**src/rtl/bg_pattern_gen.sv**
```systemverilog
// bg_pattern_gen
// Background pattern generator for the VGA path. It brings the SPI control
// words into the pixel clock domain and commits them only on frame_tick, so
// a change never tears mid-frame. It then renders one registered 6-bit
// colour per pixel. The patterns are solid, scrolling vertical or horizontal
// bars, a scrolling checker, and an animated gradient.
//
// Ports
//   clk              pixel clock, rising edge
//   rst_n            asynchronous active-low reset
//   background_state mode[2:0] / speed[4:3] / reserved[7:5], SCLK domain
//   solid_color      {R[1:0],G[1:0],B[1:0]} base colour, SCLK domain
//   hpos, vpos       current pixel column / row
//   display_on       high during active video
//   frame_tick       one-cycle pulse at start of vertical blank
//   rgb              registered pixel colour, one cycle after hpos/vpos
//   frame_cnt        free-running frame counter

module bg_pattern_gen #(
    parameter int H_BITS = 10,
    parameter int V_BITS = 10
) (
    input  logic              clk,
    input  logic              rst_n,
    input  logic [7:0]        background_state,
    input  logic [5:0]        solid_color,
    input  logic [H_BITS-1:0] hpos,
    input  logic [V_BITS-1:0] vpos,
    input  logic              display_on,
    input  logic              frame_tick,
    output logic [5:0]        rgb,
    output logic [7:0]        frame_cnt
);

    localparam logic [2:0] MODE_SOLID    = 3'd0;
    localparam logic [2:0] MODE_VBARS    = 3'd1;
    localparam logic [2:0] MODE_HBARS    = 3'd2;
    localparam logic [2:0] MODE_CHECKER  = 3'd3;
    localparam logic [2:0] MODE_GRADIENT = 3'd4;

    // Two-flop synchronizers. Multi-bit skew is harmless because the values
    // are quasi-static and only sampled at frame_tick.
    logic [7:0] bs_meta_q, bs_meta_d, bs_s_q, bs_s_d;
    logic [5:0] sc_meta_q, sc_meta_d, sc_s_q, sc_s_d;

    logic [7:0] act_state_q, act_state_d;
    logic [5:0] act_color_q, act_color_d;
    logic [7:0] frame_cnt_q, frame_cnt_d;
    logic [5:0] rgb_q, rgb_d;

    logic [2:0] mode;
    logic [1:0] speed;
    logic [9:0] off;
    logic [9:0] hs;
    logic [9:0] vs;
    logic [5:0] grad;

    function automatic logic [5:0] pal(input logic [2:0] i);
        return {i[2], i[2], i[1], i[1], i[0], i[0]};
    endfunction

    always_comb begin
        bs_meta_d   = background_state;
        bs_s_d      = bs_meta_q;
        sc_meta_d   = solid_color;
        sc_s_d      = sc_meta_q;

        act_state_d = act_state_q;
        act_color_d = act_color_q;
        frame_cnt_d = frame_cnt_q;
        if (frame_tick) begin
            act_state_d = bs_s_q;
            act_color_d = sc_s_q;
            frame_cnt_d = frame_cnt_q + 8'd1;
        end

        // Pixel path uses the pre-tick config and counter, so a frame_tick
        // cycle still renders with the old settings.
        mode  = act_state_q[2:0];
        speed = act_state_q[4:3];
        off   = 10'({2'b00, frame_cnt_q} << speed);
        hs    = hpos[9:0] + off;
        vs    = vpos[9:0] + off;
        grad  = hpos[9:4] + frame_cnt_q[5:0];

        rgb_d = act_color_q;
        case (mode)
            MODE_SOLID:    rgb_d = act_color_q;
            MODE_VBARS:    rgb_d = pal(hs[7:5]);
            MODE_HBARS:    rgb_d = pal(vs[7:5]);
            // Checker scrolls horizontally only; rows use the raw vpos.
            MODE_CHECKER:  rgb_d = (hs[5] ^ vpos[5]) ? act_color_q : ~act_color_q;
            MODE_GRADIENT: rgb_d = grad;
            default:       rgb_d = act_color_q;
        endcase
        if (!display_on) begin
            rgb_d = 6'b000000;
        end
    end

    always_ff @(posedge clk or negedge rst_n) begin
        if (!rst_n) begin
            bs_meta_q   <= '0;
            bs_s_q      <= '0;
            sc_meta_q   <= '0;
            sc_s_q      <= '0;
            act_state_q <= '0;
            act_color_q <= '0;
            frame_cnt_q <= '0;
            rgb_q       <= '0;
        end else begin
            bs_meta_q   <= bs_meta_d;
            bs_s_q      <= bs_s_d;
            sc_meta_q   <= sc_meta_d;
            sc_s_q      <= sc_s_d;
            act_state_q <= act_state_d;
            act_color_q <= act_color_d;
            frame_cnt_q <= frame_cnt_d;
            rgb_q       <= rgb_d;
        end
    end

    assign rgb       = rgb_q;
    assign frame_cnt = frame_cnt_q;

    // Reserved config bits and the scroll-sum bits no pattern looks at.
    logic unused_bits;
    assign unused_bits = ^{act_state_q[7:5], hs[9:8], hs[4:0], vs[9:8], vs[4:0]};

endmodule
```
**config.mk**
```make
export PLATFORM = sky130hd
export DESIGN_NAME = bg_pattern_gen
export DESIGN_NICKNAME = d
export VERILOG_FILES = /design/src/rtl/bg_pattern_gen.sv
export SDC_FILE = /design/constraint.sdc
export NUM_CORES = 1
export LEC_CHECK = 0
export BUFFER_PORTS_ARGS = -buffer_cell sky130_fd_sc_hd__buf_4
export CORE_UTILIZATION = 42
export CTS_CLUSTER_SIZE = 30
export DETAILED_ROUTE_END_ITERATION = 7
export PLACE_DENSITY = 0.67
export SLEW_MARGIN = 10
export SYNTH_ARGS = -nofsm -noshare
export SYNTH_HDL_FRONTEND = slang
export SYNTH_SLANG_ARGS = --single-unit
```
**constraint.sdc**
```tcl
create_clock -name clk -period 3.3 [get_ports clk]
set_input_delay 0.66 -clock clk [delete_from_list [all_inputs] [get_ports clk]]
set_output_delay 0.66 -clock clk [all_outputs]
set_load 0.01 [all_outputs]
```
### Word-level counts from Yosys, hierarchy flattened

Index checks and enable logic that the tools add are counted.

| word-level totals | value |
|---|---|
| register bits after elaboration | 47 |
| word-level logic and storage cells | 22 |
| output and inout port bits | 14 |
| bits of input ports | 38 |

| cells by class | value |
|---|---|
| equality and inequality tests | 4 |
| add/subtract/negate cells | 4 |
| bitwise operators | 2 |
| shifts and indexed selects | 1 |
| mux-type cells | 3 |

Operator list:

| cell | number |
|---|---|
| $pmux W6 S4 | 1 |
| $add A8 B8 Y8 | 2 |
| $mux W6 | 2 |
| $add A8 B1 Y8 const B | 1 |
| $shl A8 B2 Y8 | 1 |
| $add A6 B6 Y6 | 1 |
| $eq A3 B2 Y1 const B | 2 |
| $not A6 Y6 | 1 |
| $eq A3 B1 Y1 const B | 1 |
| $eq A3 B3 Y1 const B | 1 |
| $xor A1 B1 Y1 | 1 |

### Depth between registers and ports, before layout

Gate-level depths: netlist (run 1).

| logic depth | value |
|---|---|
| depth in word-level cells | 6 |
| gate-level depth with buffers | 12 |
| gate-level depth less buffers | 11 |

### Least setup slack after synthesis (run 1)

OpenSTA, ideal clock, no wires.

| timing | value |
|---|---|
| path kind | reg-to-reg |
| start point | register act_state_q[3] |
| end point | register rgb_q[4], in the netlist rgb[4] |
| buffers on the path | 1 |
| setup slack | 0.622 ns |
| cell stages (with the launch flop) | 13 |
| arrival time | 2.554 ns |
| cell sequence | dfrtp_1 > buf_4 > mux2i_1 > nor2_1 > a21o_1 > ha_1 > nor2b_2 > nand4_1 > a211o_1 > nand3_2 > xor2_2 > nor3_1 > o31a_1 |

| on the way | value |
|---|---|
| cells in the longest elaborated chain, start to end | 6 |

RTL lines:

| what | line | source |
|---|---|---|
| from (decl) | 46 | `logic [7:0] act_state_q, act_state_d;` |
| from (signal assigned) | 116 | `act_state_q <= act_state_d;` |
| $shl A8 B2 Y8 * | 81 | `off = 10'({2'b00, frame_cnt_q} << speed);` |
| $add A8 B8 Y8 | 82 | `hs = hpos[9:0] + off;` |
| $xor A1 B1 Y1 | 92 | `MODE_CHECKER: rgb_d = (hs[5] ^ vpos[5]) ? act_color_q : ~act_color_q;` |
| $mux W6 | 92 |  |
| $pmux W6 S4 * | 87 | `case (mode)` |
| $mux W6 * | 96 | `if (!display_on) begin` |
| named net rgb_d[4] | 49 | `logic [5:0] rgb_q, rgb_d;` |
| to (signal assigned) | 119 | `rgb_q <= rgb_d;` |
| to (decl) | 49 |  |

Mark *: on every way through the listed nets, which the timed path passes. The rest lies on a longest branch.
A chain may end at the register's enable or synchronous reset.

### Final worst setup path (run 1)

| timing | value |
|---|---|
| start point | register act_state_q[3] |
| end point | register rgb_q[5], in the netlist rgb[5] |

The elaborated chain is that of the path after synthesis.

==> results of run 1 <==
-- kinds of logic (layout without fill, tap and decap cells) --
group | count (synthesis) | in the layout
buffers and inverters | 14 | 68
muxes | 16 | 16
xor gates and xnor gates | 25 | 25
and+or+nand+nor | 51 | 51
DFF | 47 | 47
adders and majority gates | 17 | 17
AOI/OAI and AO/OA | 50 | 50
-- Yosys cell counts, types with 2 or more instances --
library cell               count  area [um2]
sky130_fd_sc_hd__inv_1         9       33.78
sky130_fd_sc_hd__nand3_1       4       20.02
sky130_fd_sc_hd__ha_1         16       200.2
sky130_fd_sc_hd__a211oi_1      2       15.01
sky130_fd_sc_hd__and3_1        2       12.51
sky130_fd_sc_hd__nor3_1        2       10.01
sky130_fd_sc_hd__xnor2_1      13       113.9
sky130_fd_sc_hd__dfrtp_1      47        1176
sky130_fd_sc_hd__xor2_1       10       87.58
sky130_fd_sc_hd__nor2b_1       4       25.02
sky130_fd_sc_hd__mux2i_1       4       40.04
sky130_fd_sc_hd__a32oi_1       2       17.52
sky130_fd_sc_hd__o22ai_1       4       25.02
sky130_fd_sc_hd__mux2_2       10       112.6
sky130_fd_sc_hd__nand4_1       5       31.28
sky130_fd_sc_hd__clkbuf_1      3       11.26
sky130_fd_sc_hd__a21o_1        5       37.54
sky130_fd_sc_hd__nand2_1      11       41.29
sky130_fd_sc_hd__a21oi_1      11       55.05
sky130_fd_sc_hd__o21ai_0      13       65.06
sky130_fd_sc_hd__nor2_1       14       52.55
sky130_fd_sc_hd__o21a_1        3       22.52
-- path summary, 6_finish.rpt --
| check | start | to | slack (ps) |
|---|---|---|---|
| setup / recovery | act_state_q[3] | rgb[5] | 340 |
| hold / removal | rst_n | sc_s_q[2] | 350 |
| setup reg to reg | act_state_q[3] | rgb[5] | 340 |
| hold reg to reg | bs_meta_q[3] | bs_s_q[3] | 350 |
| max in group asynchronous | rst_n | bs_meta_q[3] | 2550 |
| min in group clk | bs_meta_q[3] | bs_s_q[3] | 350 |
-- power groups by stage --
stage / Combinational (mW) / Clock (mW) / Sequential, mW
after floorplan: 0.652 / 0 / 0.787
after global placement: 0.990 / 0 / 0.778
after detailed placement: 1.00 / 0 / 0.778
after CTS: 1.01 / 0.369 / 0.767
after global routing: 1.11 / 0.395 / 0.781
final: 1.00 / 0.350 / 0.765
-- state kept, by name (all words and copies together) (netlist names) --
| signal | cells |
|---|---|
| frame_cnt | 8 |
| act_color_q | 6 |
| rgb | 6 |
| sc_meta_q | 6 |
| sc_s_q | 6 |
| act_state_q | 5 |
| bs_meta_q | 5 |
| bs_s_q | 5 |
-- layout make-up --
class                      instances  area [um2]
clock inverter                     3       25.02
inverter                           9       33.78
sequential                        47        1176
multi-input combinational        159        1265
fill                             496        2566
tap                               72       90.09
clock buffer                       5       68.82
timing repair buffer              51       382.9
-- metal layers --
layer	vias up	track usage
met1	852	0.2318
met3	4	0.03103
li1	899	-
met5	-	0
met4	0	0.05455
met2	36	0.2655
-- metrics by stage --
stage | hold WS (ps) | area [um2] | power (mW)
6_report | 349.2 | 3042 | 2.119
5_1_grt | 364.3 | 3042 | 2.288
4_1_cts | 355.6 | 3042 | 2.148
3_5_place_dp | 335.5 | 2948 | 1.783
3_3_place_gp | 331.8 | 2948 | 1.767
2_1_floorplan | 331.2 | 2499 | 1.439
==> results_dict.tcl, run 1 <==
set metrics [dict create \
    cp_slowest_stage_delay_ps 450 \
    worstSetupPathType "flip-flop to flip-flop" \
    worst-r2r-cell-count 11 \
    power_frac_comb 0.474 \
    floorplan.initialDensity 0.4456 \
    number_of_buffers_inserted_by_hold_repair_at_cts 0 \
    path_cells "mux2_2 -> nor2_1 -> a21oi_1 -> ha_1 -> o21a_1 -> o21ai_0 -> a32oi_1 -> and4_1 -> or3_1 -> a21oi_1 -> o221a_2" \
    grt_pass1_vias 1726 \
    grt_start_max_net_pins 48 \
    power_switching_share 0.3794 \
    cts_resized 0 \
    rows 27 \
    finalWorstPathRequiredPeriod_ps 2956 \
    dominantRegCellSynth "sky130_fd_sc_hd__dfrtp_1" \
    maxCapViolCount 0 \
    min_period_over_period 0.8957 \
    max-slew-margin-rel 0.6189 \
    met2WireLength_um 2280 \
    cts_made_buffers 5 \
    synth_mux_area_frac 0.08062 \
    layout.cells.most_common "sky130_fd_sc_hd__buf_4" \
    final_cell_mix "sky130_fd_sc_hd__buf_4, sky130_fd_sc_hd__dfrtp_1, sky130_fd_sc_hd__ha_1, sky130_fd_sc_hd__nor2_1" \
    ir_drop_mv 0.3202 \
    worstPathArrival_ps 3190 \
    htree_num_levels 2 \
    setup-tns-final_ps 0 \
    sequentialPowerShare 0.361 \
    worstSetupEndpointType "flip-flop" \
    wire_per_inst_um 13.71 \
    route.vias.total 1791 \
    post_synth_xor_area_fraction 0.09664 \
    achievable-frequency_mhz 338.3 \
    power.share.clock 0.165 \
    core_um2 5608 \
    synthesis.yosys.warnings 0 \
    drt-total-wl_um 4744 \
    die_footprint_um2 6262 \
    synth_seq_cells 47 \
    dr.first_iter.drc_count 102 \
    critPathSlowestCell "sky130_fd_sc_hd__dfrtp_1" \
    final_net_count 328 \
    critPathRequiredTime_ps 3540 \
    clk-insertion-delay-late_ps 300 \
    critical-path-top-cell-by-count "sky130_fd_sc_hd__a21oi_1" \
    grt_antenna_before_repair 0 \
    clk_pin_slew_ps 90 \
    hold_viol 0 \
    post_drt_via_cell_ratio 5.176 \
    critical_path.top_delay_family "compound AO/OA/AOI/OAI gates" \
    antennaDiodeCount 0 \
    final_cells 346 \
    drt_drc_violations_left 0 \
    cts.sinks 47 \
    report.final.slew_viol_count 0 \
    synth_nets 275 \
    post-place-cells 338 \
    drive_gt1_frac 0.2774 \
    synth_top_family_by_area "compound AO/OA/AOI/OAI gates" \
    crit_buf_inv 0 \
    grt_setup_unrepaired "false" \
    deepest_clock_path_buffer_count 2 \
    detailedRoute.firstPassIterationCount 4 \
    cp-start-kind "flip-flop" \
    dieHeight_um 79.13 \
    post_synth_fa_ha_maj_area_fraction 0.08813 \
    synth_compound_gate_area_share 0.1352 \
    layout_setup_ws_ps 344.2 \
    cts_post_setup_buffers_inserted 0 \
    worst_slack_after_detailed_placement_ps 351.0 \
    global_route.usage.total 0.1677 \
    finalCoreUtilization 0.5424 \
    synth_enable_flop_cells 0 \
    grt_overflow 0 \
    path_depth 11 \
    io-pin-count 52 \
    area_growth_pct 21.73 \
    share_of_synthesized_flip_flops_with_an_asynchronous_set_or_reset 1.000 \
    topRoutingLayerUsed "met4" \
    root_buffer "sky130_fd_sc_hd__clkbuf_8" \
    synthSimpleGateAreaFrac 0.1057 \
    p_switching_mw 0.8040 \
    p_int_mw 1.315 \
    synth.cell_area_um2 2499 \
    fin_worst_skew_ps 7.820 \
    synthesis.instances 220 \
    worst_pin_slew_ps 571.6 \
    power_per_cell_area_nw_per_um2 696.6 \
    wire_length_of_the_first_global_routing_pass_um 8004 \
    setup_violations 0 \
    tritoncts "yes" \
    worstPathMaxFanout 5 \
    ys_seq_area_frac 0.4707 \
    dieWidth_um 79.13 \
    place_congestion 0.8350 \
    syn-mean-instance-area_um2 11.36 \
    timing.hold.worst.class "primary input to async pin" \
    dp_hpwl_um 3702 \
    final_antenna_net_count 0 \
    power.static_leakage_nw 1.426 \
    placement.io_buffers 46 \
    dr_wl_met3_um 160 \
    run_status "finished clean" \
    m1WireLength_um 2259 \
    ys_types 48 \
]
(Power assumes the default switching activity.)
==> run 2: changes to the inputs <==
ABC_AREA = 1   (was not set)
PLACE_DENSITY = 0.66   (was 0.67)
==> run 2 against run 1 <==
Compared with the run above: area after synthesis grew 6.3%; synthesized cell count grew 40%; non-clock buffer count shrank 5; sequential power is essentially flat; count of clock-buffer cells in the layout is the same; sequential cell count is the same; critical path depth grew 3; critical endpoint is now rgb[0].
==> results_dict.tcl, run 2 <==
set metrics [dict create \
    deepest_clock_path_buffer_count 2 \
    synth.top_cells.by_count "sky130_fd_sc_hd__nand2_1, sky130_fd_sc_hd__dfrtp_1, sky130_fd_sc_hd__inv_1" \
    ir_drop_mv 0.4015 \
    placement.io_buffers 46 \
    min_period_over_period 0.8217 \
    detailedRoute.firstPassIterationCount 4 \
    grt_overflow 0 \
    maxCapViolCount 0 \
    report.final.slew_viol_count 0 \
    grt_setup_unrepaired "false" \
    wire_length_of_the_first_global_routing_pass_um 9170 \
    die_footprint_um2 6646 \
    setup_violations 0 \
    layout.cells.most_common "sky130_fd_sc_hd__nand2_1" \
    worstReg2RegStart "act_state_q[3]" \
    synth_compound_gate_area_share 0.1159 \
    synth_largest_type_area_fraction 0.4428 \
    dp_hpwl_um 4243 \
    hold_viol 0 \
    ys_types 31 \
    achievable-frequency_mhz 368.8 \
    worstSetupPathType "flip-flop to flip-flop" \
    fin_worst_skew_ps 6.732 \
    timing.hold.worst.class "flip-flop to flip-flop" \
    io-pin-count 52 \
    htree_num_levels 2 \
    dominantRegCellSynth "sky130_fd_sc_hd__dfrtp_1" \
    final_net_count 411 \
    ys_seq_area_frac 0.4428 \
    largest_reg_flops 8 \
    number_of_buffers_inserted_by_hold_repair_at_cts 0 \
    cts.sinks 47 \
    post_synth_fa_ha_maj_area_fraction 0.08290 \
    drive_gt1_frac 0.2129 \
    synth_top_family_by_area "simple AND/OR/NAND/NOR gates" \
    synth_seq_cells 47 \
    antennaDiodeCount 0 \
    worstPathArrival_ps 2930 \
    dieHeight_um 81.53 \
    synth.cell_area_um2 2656 \
    core_um2 6026 \
    worstSetupEndpointType "flip-flop" \
    rows 28 \
    synthSimpleGateAreaFrac 0.2416 \
    place_congestion 0.8098 \
    global_route.usage.total 0.1828 \
    max-slew-margin-rel 0.4722 \
    synth_largest_area_cell "sky130_fd_sc_hd__dfrtp_1" \
    cts_resized 0 \
    setup-tns-final_ps 0 \
    grt_start_max_net_pins 48 \
    num-fill-cells 595 \
    hold-path-cell-count 0 \
    worst_pin_slew_ps 785.7 \
    post_drt_via_cell_ratio 5.007 \
    run_status "finished clean" \
    synthesis.yosys.warnings 0 \
    cts_post_setup_buffers_inserted 0 \
    synth_mux_area_frac 0.007537 \
    drt-total-wl_um 5496 \
    synth_enable_flop_cells 0 \
    drt_drc_violations_left 0 \
    finalWorstPathRequiredPeriod_ps 2712 \
    cp-start-kind "flip-flop" \
    final_cell_mix "sky130_fd_sc_hd__nand2_1, sky130_fd_sc_hd__dfrtp_1, sky130_fd_sc_hd__buf_4, sky130_fd_sc_hd__inv_1, sky130_fd_sc_hd__nand3_1" \
    synth_nets 364 \
    floorplan.initialDensity 0.4408 \
    post-synth-top-count-cell "sky130_fd_sc_hd__nand2_1" \
    root_buffer "sky130_fd_sc_hd__clkbuf_8" \
    clk_pin_slew_ps 90 \
    timing.rr.end "rgb[0]" \
    reg2reg_setup_slack_ps 590 \
    dr.first_iter.drc_count 152 \
    final_antenna_net_count 0 \
    route.vias.total 2163 \
    min_from "bs_meta_q[0]" \
    wire_per_inst_um 12.72 \
    worstPathMaxFanout 12 \
    critPathRequiredTime_ps 3520 \
    post_synth_xor_area_fraction 0.03957 \
    worst-r2r-cell-count 14 \
    clk-insertion-delay-late_ps 300 \
    share_of_synthesized_flip_flops_with_an_asynchronous_set_or_reset 1.000 \
    synthesis.instances 309 \
    area_growth_pct 18.42 \
    tritoncts "yes" \
    cts_made_buffers 5 \
    grt_pass1_vias 2043 \
    syn-mean-instance-area_um2 8.596 \
    dieWidth_um 81.53 \
    whs_ps 352.0 \
    power_per_cell_area_nw_per_um2 658.3 \
    hold-path-endpoint "bs_s_q[0]" \
    grt_antenna_before_repair 0 \
    synth_top_cells_by_area "sky130_fd_sc_hd__dfrtp_1, sky130_fd_sc_hd__nand2_1, sky130_fd_sc_hd__ha_1" \
    power.static_leakage_nw 1.589 \
]
-- run 2: cell types whose count changed after synthesis, moves of 4 or more --
cell                      previous run  this run
sky130_fd_sc_hd__mux2_2             10         0
sky130_fd_sc_hd__inv_1               9        36
sky130_fd_sc_hd__nor2b_1             4         0
sky130_fd_sc_hd__nand3_1             4        34
sky130_fd_sc_hd__a21o_1              5         1
sky130_fd_sc_hd__o22ai_1             4         0
sky130_fd_sc_hd__nand3_2             1         9
sky130_fd_sc_hd__nand2_1            11        54
sky130_fd_sc_hd__o21ai_0            13        27
sky130_fd_sc_hd__nand2_2             0         6
sky130_fd_sc_hd__a21oi_1            11        17
sky130_fd_sc_hd__xnor2_1            13         4
-- run 2: through the flow --
stage                     std cells    util  setup slack, ps  area (um2)  total power, mW
final                           432  0.5220            588.4        3146            2.071
after global routing            432  0.5220            264.6        3146            2.260
after CTS                       432  0.5220            574.3        3146            2.084
after detailed placement        424  0.5075            593.7        3058            1.744
after global placement          424  0.5075            603.2        3058            1.724
after floorplan                 309       -             1075        2656            1.447
-- run 2: area by class of cell --
type | instances | area, um2 | share of cell area
multi-input combinational | 218 | 1295 | 0.4117
sequential | 47 | 1176 | 0.3739
timing repair buffer | 46 | 345.3 | 0.1098
inverter | 38 | 147.6 | 0.04694
tap | 75 | 93.84 | 0.02983
clock buffer | 5 | 68.82 | 0.02188
clock inverter | 3 | 18.77 | 0.005967
-- run 2: per-layer routing --
layer,share of wire,wire [um],GRT usage,up-vias
li1,-,-,-,1116
met1,0.49,2690,0.2558,995
met2,0.46,2539,0.2933,47
met3,0.039,215,0.03222,5
met4,0.0093,51,0.04286,0
met5,0,0,0,-
-- run 2: worst max-delay path, stage by stage (launching register included) --
cell and delay, ps:
sky130_fd_sc_hd__dfrtp_1 550, sky130_fd_sc_hd__inv_2 150, sky130_fd_sc_hd__nand2_1 90, sky130_fd_sc_hd__o21ai_0 100, sky130_fd_sc_hd__mux2i_1 240, sky130_fd_sc_hd__ha_1 320
sky130_fd_sc_hd__a21oi_2 220, sky130_fd_sc_hd__inv_1 80, sky130_fd_sc_hd__a21oi_1 150, sky130_fd_sc_hd__nand2_2 100, sky130_fd_sc_hd__nand2_2 90, sky130_fd_sc_hd__nand3_2 150
sky130_fd_sc_hd__nand3_1 130, sky130_fd_sc_hd__nand3_1 70, sky130_fd_sc_hd__a21oi_1 190
-- run 2: cells by family after synthesis --
| kind of cell | after synthesis |
|---|---|
| simple gates | 131 |
| compound gates | 56 |
| flops | 47 |
| buf+inv | 44 |
| fa+ha+maj | 17 |
| xor+xnor | 12 |
| mux | 2 |
-- run 2: report_power, final --
group | internal (mW) | switching (mW) | leakage (nW)
Combinational | 0.395 | 0.576 | 0.979
Sequential | 0.657 | 0.108 | 0.562
Clock | 0.149 | 0.186 | 0.0483
Total | 1.20 | 0.870 | 1.59
-- run 2: how the worst max path moves through the flow --
stage	depth (start not counted)	from	end
CTS	14	act_state_q[3]	rgb[0]
finish	14	act_state_q[3]	rgb[0]
floorplan	13	frame_cnt[1]	rgb[4]
global placement	14	act_state_q[3]	rgb[5]
detailed placement	14	act_state_q[3]	rgb[0]
global route	13	act_state_q[3]	rgb[4]
